**src/rtl/iccm_arb_pkg.sv**
```systemverilog
`default_nettype none
// ============================================================================
// Module      : iccm_arb_pkg
// Description : Shared types and default widths for the ICCM arbiter slice.
//               arb_state_e is the boot/run sequencing state of the arbiter.
// Revision    : 1.0 - initial release
// ============================================================================
package iccm_arb_pkg;

    localparam int unsigned c_AW_DEFAULT = 12;
    localparam int unsigned c_DW_DEFAULT = 32;

    typedef enum logic [2:0] {
        BOOT_WAIT = 3'd0,
        PROGRAM   = 3'd1,
        RELEASE   = 3'd2,
        RUN       = 3'd3,
        DRAIN     = 3'd4
    } arb_state_e;

endpackage : iccm_arb_pkg
`default_nettype wire

```
**src/rtl/iccm_rd_tracker.sv**
```systemverilog
`default_nettype none
// ============================================================================
// Module      : iccm_rd_tracker
// Description : Counts in-flight ICCM fetch reads and routes read responses
//               back to the fetch path. A response that arrives while no
//               read is outstanding is dropped and the count stays at zero.
// Ports       : clk, rst          - clock, asynchronous active-high reset
//               i_grant           - a fetch read is issued this cycle
//               i_mem_rdata/rvalid- ICCM read response
//               o_can_issue       - another read may be issued this cycle
//               o_idle            - no read outstanding
//               o_fetch_rdata/rvalid - response forwarded to fetch
// Revision    : 1.0 - initial release
// ============================================================================
module iccm_rd_tracker #(
    parameter int unsigned DW              = 32,
    parameter int unsigned MAX_OUTSTANDING = 2
) (
    input  logic          clk,
    input  logic          rst,
    input  logic          i_grant,
    input  logic [DW-1:0] i_mem_rdata,
    input  logic          i_mem_rvalid,
    output logic          o_can_issue,
    output logic          o_idle,
    output logic [DW-1:0] o_fetch_rdata,
    output logic          o_fetch_rvalid
);

    localparam int unsigned       c_CW  = $clog2(MAX_OUTSTANDING + 1);
    localparam logic [c_CW-1:0]   c_MAX = c_CW'(MAX_OUTSTANDING);

    logic [c_CW-1:0] r_count;
    logic            w_resp;

    // Only a response matching an outstanding read is accepted.
    assign w_resp = i_mem_rvalid && (r_count != '0);

    always_ff @(posedge clk or posedge rst) begin
        if (rst) begin
            r_count <= '0;
        end else if (i_grant && !w_resp) begin
            r_count <= r_count + 1'b1;
        end else if (!i_grant && w_resp) begin
            r_count <= r_count - 1'b1;
        end
    end

    assign o_can_issue    = (r_count < c_MAX);
    assign o_idle         = (r_count == '0);
    assign o_fetch_rvalid = w_resp;
    assign o_fetch_rdata  = w_resp ? i_mem_rdata : '0;

endmodule : iccm_rd_tracker
`default_nettype wire

```
**src/rtl/iccm_arbiter.sv**
```systemverilog
`default_nettype none
// ============================================================================
// Module      : iccm_arbiter
// Description : Owns the single ICCM port and shares it between the UART
//               boot programmer (writes) and instruction fetch (reads).
//               Holds the core in reset while an image is written, releases
//               it RELEASE_CYCLES after the image completes, and drains
//               in-flight reads before a reprogram so no response is lost.
// Ports       : clock, reset              - clock, async active-high reset
//               prog_we/addr/wdata/done_i - programmer write stream
//               fetch_req/addr_i, fetch_gnt/rdata/rvalid_o - fetch read path
//               mem_req/we/addr/wdata_o, mem_rdata/rvalid_i - ICCM port
//               core_rst_o                - core reset (active high)
//               busy_o                    - high unless running
//               words_written_o           - saturating write count
// Revision    : 1.0 - initial release
// ============================================================================
module iccm_arbiter
    import iccm_arb_pkg::*;
#(
    parameter int unsigned AW              = c_AW_DEFAULT,
    parameter int unsigned DW              = c_DW_DEFAULT,
    parameter int unsigned RELEASE_CYCLES  = 16,
    parameter int unsigned MAX_OUTSTANDING = 2
) (
    input  logic          clock,
    input  logic          reset,
    input  logic          prog_we_i,
    input  logic [AW-1:0] prog_addr_i,
    input  logic [DW-1:0] prog_wdata_i,
    input  logic          prog_done_i,
    input  logic          fetch_req_i,
    input  logic [AW-1:0] fetch_addr_i,
    output logic          fetch_gnt_o,
    output logic [DW-1:0] fetch_rdata_o,
    output logic          fetch_rvalid_o,
    output logic          mem_req_o,
    output logic          mem_we_o,
    output logic [AW-1:0] mem_addr_o,
    output logic [DW-1:0] mem_wdata_o,
    input  logic [DW-1:0] mem_rdata_i,
    input  logic          mem_rvalid_i,
    output logic          core_rst_o,
    output logic          busy_o,
    output logic [AW:0]   words_written_o
);

    localparam logic [7:0] c_REL_LOAD  = 8'(RELEASE_CYCLES - 1);
    localparam logic [AW:0] c_WORDS_MAX = {1'b1, {AW{1'b0}}};
    localparam logic [AW:0] c_WORDS_ONE = (AW+1)'(1);

    arb_state_e  r_state;
    logic [7:0]  r_rel_cnt;
    logic [AW:0] r_words;
    logic        r_core_rst;
    logic        r_busy;

    logic        w_can_issue;
    logic        w_idle;
    logic        w_gnt;
    logic [AW:0] w_words_inc;

    assign w_words_inc = (r_words == c_WORDS_MAX) ? r_words : r_words + 1'b1;

    // A programmer write always owns the port; fetch only gets it in RUN.
    assign w_gnt = (r_state == RUN) && fetch_req_i && w_can_issue && !prog_we_i;

    assign fetch_gnt_o = w_gnt;
    assign mem_req_o   = prog_we_i || w_gnt;
    assign mem_we_o    = prog_we_i;
    assign mem_addr_o  = prog_we_i ? prog_addr_i : (w_gnt ? fetch_addr_i : '0);
    assign mem_wdata_o = prog_we_i ? prog_wdata_i : '0;

    assign core_rst_o      = r_core_rst;
    assign busy_o          = r_busy;
    assign words_written_o = r_words;

    always_ff @(posedge clock or posedge reset) begin
        if (reset) begin
            r_state    <= BOOT_WAIT;
            r_rel_cnt  <= '0;
            r_words    <= '0;
            r_core_rst <= 1'b1;
            r_busy     <= 1'b1;
        end else begin
            case (r_state)
                BOOT_WAIT: begin
                    if (prog_we_i) begin
                        r_words <= c_WORDS_ONE;
                        if (prog_done_i) begin
                            r_state   <= RELEASE;
                            r_rel_cnt <= c_REL_LOAD;
                        end else begin
                            r_state <= PROGRAM;
                        end
                    end else if (prog_done_i) begin
                        // Empty image: go straight to the release countdown.
                        r_state   <= RELEASE;
                        r_rel_cnt <= c_REL_LOAD;
                    end
                end
                PROGRAM: begin
                    if (prog_we_i) begin
                        r_words <= w_words_inc;
                    end
                    if (prog_done_i) begin
                        r_state   <= RELEASE;
                        r_rel_cnt <= c_REL_LOAD;
                    end
                end
                RELEASE: begin
                    if (prog_we_i) begin
                        // Late write: back to programming, countdown discarded.
                        r_state <= PROGRAM;
                        r_words <= w_words_inc;
                    end else if (r_rel_cnt == '0) begin
                        r_state    <= RUN;
                        r_core_rst <= 1'b0;
                        r_busy     <= 1'b0;
                    end else begin
                        r_rel_cnt <= r_rel_cnt - 1'b1;
                    end
                end
                RUN: begin
                    if (prog_we_i) begin
                        r_state    <= DRAIN;
                        r_words    <= w_words_inc;
                        r_core_rst <= 1'b1;
                        r_busy     <= 1'b1;
                    end
                end
                DRAIN: begin
                    // Stay until every issued read has returned its data.
                    if (w_idle) begin
                        r_state <= PROGRAM;
                        r_words <= prog_we_i ? c_WORDS_ONE : '0;
                    end else if (prog_we_i) begin
                        r_words <= w_words_inc;
                    end
                end
                default: begin
                    r_state    <= BOOT_WAIT;
                    r_core_rst <= 1'b1;
                    r_busy     <= 1'b1;
                end
            endcase
        end
    end

    iccm_rd_tracker #(
        .DW              (DW),
        .MAX_OUTSTANDING (MAX_OUTSTANDING)
    ) u_rd_tracker (
        .clk            (clock),
        .rst            (reset),
        .i_grant        (w_gnt),
        .i_mem_rdata    (mem_rdata_i),
        .i_mem_rvalid   (mem_rvalid_i),
        .o_can_issue    (w_can_issue),
        .o_idle         (w_idle),
        .o_fetch_rdata  (fetch_rdata_o),
        .o_fetch_rvalid (fetch_rvalid_o)
    );

endmodule : iccm_arbiter
`default_nettype wire
```
**config.mk**
```make
export PLATFORM = sky130hd
export DESIGN_NAME = iccm_arbiter
export DESIGN_NICKNAME = d
export VERILOG_FILES = /design/src/rtl/iccm_arb_pkg.sv /design/src/rtl/iccm_rd_tracker.sv /design/src/rtl/iccm_arbiter.sv
export SDC_FILE = /design/constraint.sdc
export NUM_CORES = 1
export LEC_CHECK = 0
export ABC_AREA = 0
export CAP_MARGIN = 20
export CORE_MARGIN = 4
export CORE_UTILIZATION = 25
export CTS_CLUSTER_DIAMETER = 100
export DETAILED_ROUTE_END_ITERATION = 8
export DONT_BUFFER_PORTS = 1
export PLACE_DENSITY = 0.34
export SLEW_MARGIN = 5
export SYNTH_ARGS = -nofsm -noshare
export SYNTH_HDL_FRONTEND = slang
export SYNTH_SLANG_ARGS = --single-unit
```
**constraint.sdc**
```tcl
create_clock -name clock -period 2.55 [get_ports clock]
set_input_delay 0.51 -clock clock [delete_from_list [all_inputs] [get_ports clock]]
set_output_delay 0.51 -clock clock [all_outputs]
set_load 0.03 [all_outputs]
```
==> impl_metrics.env <==
export IMPL_finalClockSkew_ps=1.86
export IMPL_die_x_um=104
export IMPL_cts_hold_buf=0
export IMPL_synth_avg_cell_area_sq_um=8.18
export IMPL_async_flop_share_pct=100
export IMPL_start_kind="flop"
export IMPL_layout_nets=375
export IMPL_portBuffers=0
export IMPL_slew_violations=0
export IMPL_synth_area_leaders="dfrtp_1 (28%), and2_1 (9.5%), and3_1 (9.2%)"
export IMPL_yosysUniqueCellTypes=58
export IMPL_rows=34
export IMPL_area_delta_synth_final_pct=7.27
export IMPL_critical_path_peak_fanout=14
export IMPL_clk_pin_slew_worst_paths_ps=110
export IMPL_wl_per_cell_um=17.5
export IMPL_ys_ff_latch=27
export IMPL_vdd_drop_max_v=0.000296
export IMPL_ant_nets=0
export IMPL_yosysWarnings=0
export IMPL_total_power_uw=2070
export IMPL_core_sq_um=8850
export IMPL_reg2regPathDepth=4
export IMPL_initial_core_util_pct=26.1
export IMPL_clock_path_buffers=2
export IMPL_final_hold_violation_count=0
export IMPL_worst_pin_slew_ps=595
export IMPL_vias=2063
export IMPL_finalSetupTns_ps=0
export IMPL_critPathArrivalTime_ps=1850
export IMPL_dp_hpwl_mm=5.21
export IMPL_synth_top_cell_by_area="dfrtp_1"
export IMPL_wl_mm=6.72
export IMPL_yosysTopAreaCellShare_pct=28.2
export IMPL_cts_sinks=27
export IMPL_grt_max_degree=62
export IMPL_netlist_instances=282
export IMPL_cap_violations=0
export IMPL_die_h_um=104
export IMPL_end_kind="output port"
export IMPL_cts_root_buf="clkbuf_8"
export IMPL_synth_edf_count=0
export IMPL_setup_viol=0
export IMPL_clkLatencyLatePin_ps=280
export IMPL_antennaDiodeCount=0
export IMPL_synth_nets=381
export IMPL_grt_pass1_wl_mm=10.8
export IMPL_cellPowerDensity_nw_per_um2=837
export IMPL_first_iter_violations=119
export IMPL_fin_crit_sh_pct=92.5
export IMPL_pin_count=189
export IMPL_overflow=0
export IMPL_firstDrtPassIters=4
export IMPL_cts_resized=0
export IMPL_numCtsBuffers=3
export IMPL_antenna_found_initial=0
export IMPL_synth_seq_area_share_pct=29.3
export IMPL_hold_class="in2async"
export IMPL_crit_type="reg2out"
export IMPL_grt_pass1_vias=1991
export IMPL_cts_setup_buffers=0
export IMPL_routabilityCongestion=0.719
export IMPL_fmax_mhz=424
export IMPL_required_ps=2040
export IMPL_cts_tree="done"
export IMPL_outcome="finished, final reports clean"
export IMPL_slew_headroom_pct=60.0
export IMPL_drcViolationCount=0
export IMPL_p_leak_uw=0.00108
export IMPL_gr_usage_all_layers_pct=11.7
export IMPL_cts_max_level=1
export IMPL_synth_area_sq_um=2310
export IMPL_drive_gt1_share_pct=11.3
export IMPL_synth_main_ff_cell="dfrtp_1"
export IMPL_die_area_sq_um=10800
export IMPL_rsz0062_at_grt="false"
export IMPL_fin_util_pct=28.0
export IMPL_vias_per_cell=5.39
export IMPL_fin_crit_ps=2360
## state kept, by name, indices dropped and copies added (netlist names)
name	cells
words_written_o	13
r_rel_cnt	8
r_state	3
u_rd_tracker.r_count	2
busy_o	1
## cells by family (layout without fill, tap and decap cells)
| logic type | Yosys count | in the layout | synth area share [%] |
|---|---|---|---|
| buffers and inverters | 32 | 25 | 6.29 |
| xor gates and xnor gates | 10 | 10 | 3.80 |
| and+or+nand+nor | 152 | 152 | 39.0 |
| AOI/OAI and AO/OA | 53 | 53 | 17.5 |
| adders and majority gates | 5 | 5 | 2.71 |
| muxes | 3 | 3 | 1.36 |
| DFF | 27 | 27 | 29.3 |
## layout by cell type (no fill, tap or decap), types with 3 or more instances in the layout
master,netlist,routed
xnor2_1,5,5
dfrtp_1,26,26
ha_1,5,5
nor4_1,5,5
inv_1,10,10
nor2_1,21,21
o21ai_0,4,4
a21oi_1,13,13
nand2b_1,3,3
or2_2,4,4
nor3_1,5,5
buf_4,2,11
xor2_1,5,5
and3_1,34,34
nand3_1,7,7
and2_1,35,35
clkbuf_8,0,3
nand4_1,5,5
a22o_1,12,12
nand2_1,14,14
## path summary, 6_finish.rpt
path	slack, ps	endpoint	startpoint
worst max-delay path	190	mem_addr_o[2]	r_state[0]
worst min-delay path	180	r_rel_cnt[4]	reset
worst max register to register	600	words_written_o[10]	words_written_o[7]
worst min register to register	530	r_rel_cnt[4]	r_rel_cnt[4]
max in group asynchronous	2060	busy_o	reset
min in group clock	380	r_state[2]	prog_we_i
## synth_stat cells, types with 5 or more instances
cell type,n
a21oi_1,13
a22o_1,12
and2_1,35
and3_1,34
clkbuf_1,16
dfrtp_1,26
ha_1,5
inv_1,10
nand2_1,14
nand3_1,7
nand4_1,5
nor2_1,21
nor3_1,5
nor4_1,5
xnor2_1,5
xor2_1,5
## worst max-delay path, cell delays in order (launching register included)
cell and delay, ps:
dfrtp_1 590, nand2_1 180, nor4_4 160, buf_4 280, a22o_1 360
## final cells by class
cell class | instances | area, sq um
Timing Repair Buffer | 11 | 82.6
Inverter | 10 | 37.5
Sequential cell | 27 | 677
Clock inverter | 1 | 7.51
Clock buffer | 3 | 41.3
Fill cell | 960 | 6370
Tap cell | 108 | 135
Multi-Input combinational cell | 223 | 1490
## through the flow
stage	hold WS (ps)	cell area [sq um]	cells	setup WS [ps]
global route	208	2470	383	32.8
floorplan	474	2310	282	294
detailed placement	512	2430	379	401
finish	177	2470	383	191
CTS	186	2470	383	152
global placement	509	2430	379	433
## power by group
group          leakage (uW)  switching, uW  total (uW)  internal, uW
Sequential         0.000341            215         722           507
Combinational      0.000717            747        1080           332
Clock             0.0000217            160         271           111
## per-layer routing
layer | GRT usage, % | up-vias | share of wire, %
li1 | - | 999 | -
met1 | 15.0 | 967 | 43
met2 | 20.7 | 93 | 51
met3 | 3.10 | 4 | 6.2
met4 | 0.855 | 0 | 0.31
met5 | 0 | - | 0
Note: power is estimated with default switching activity, not from simulation.
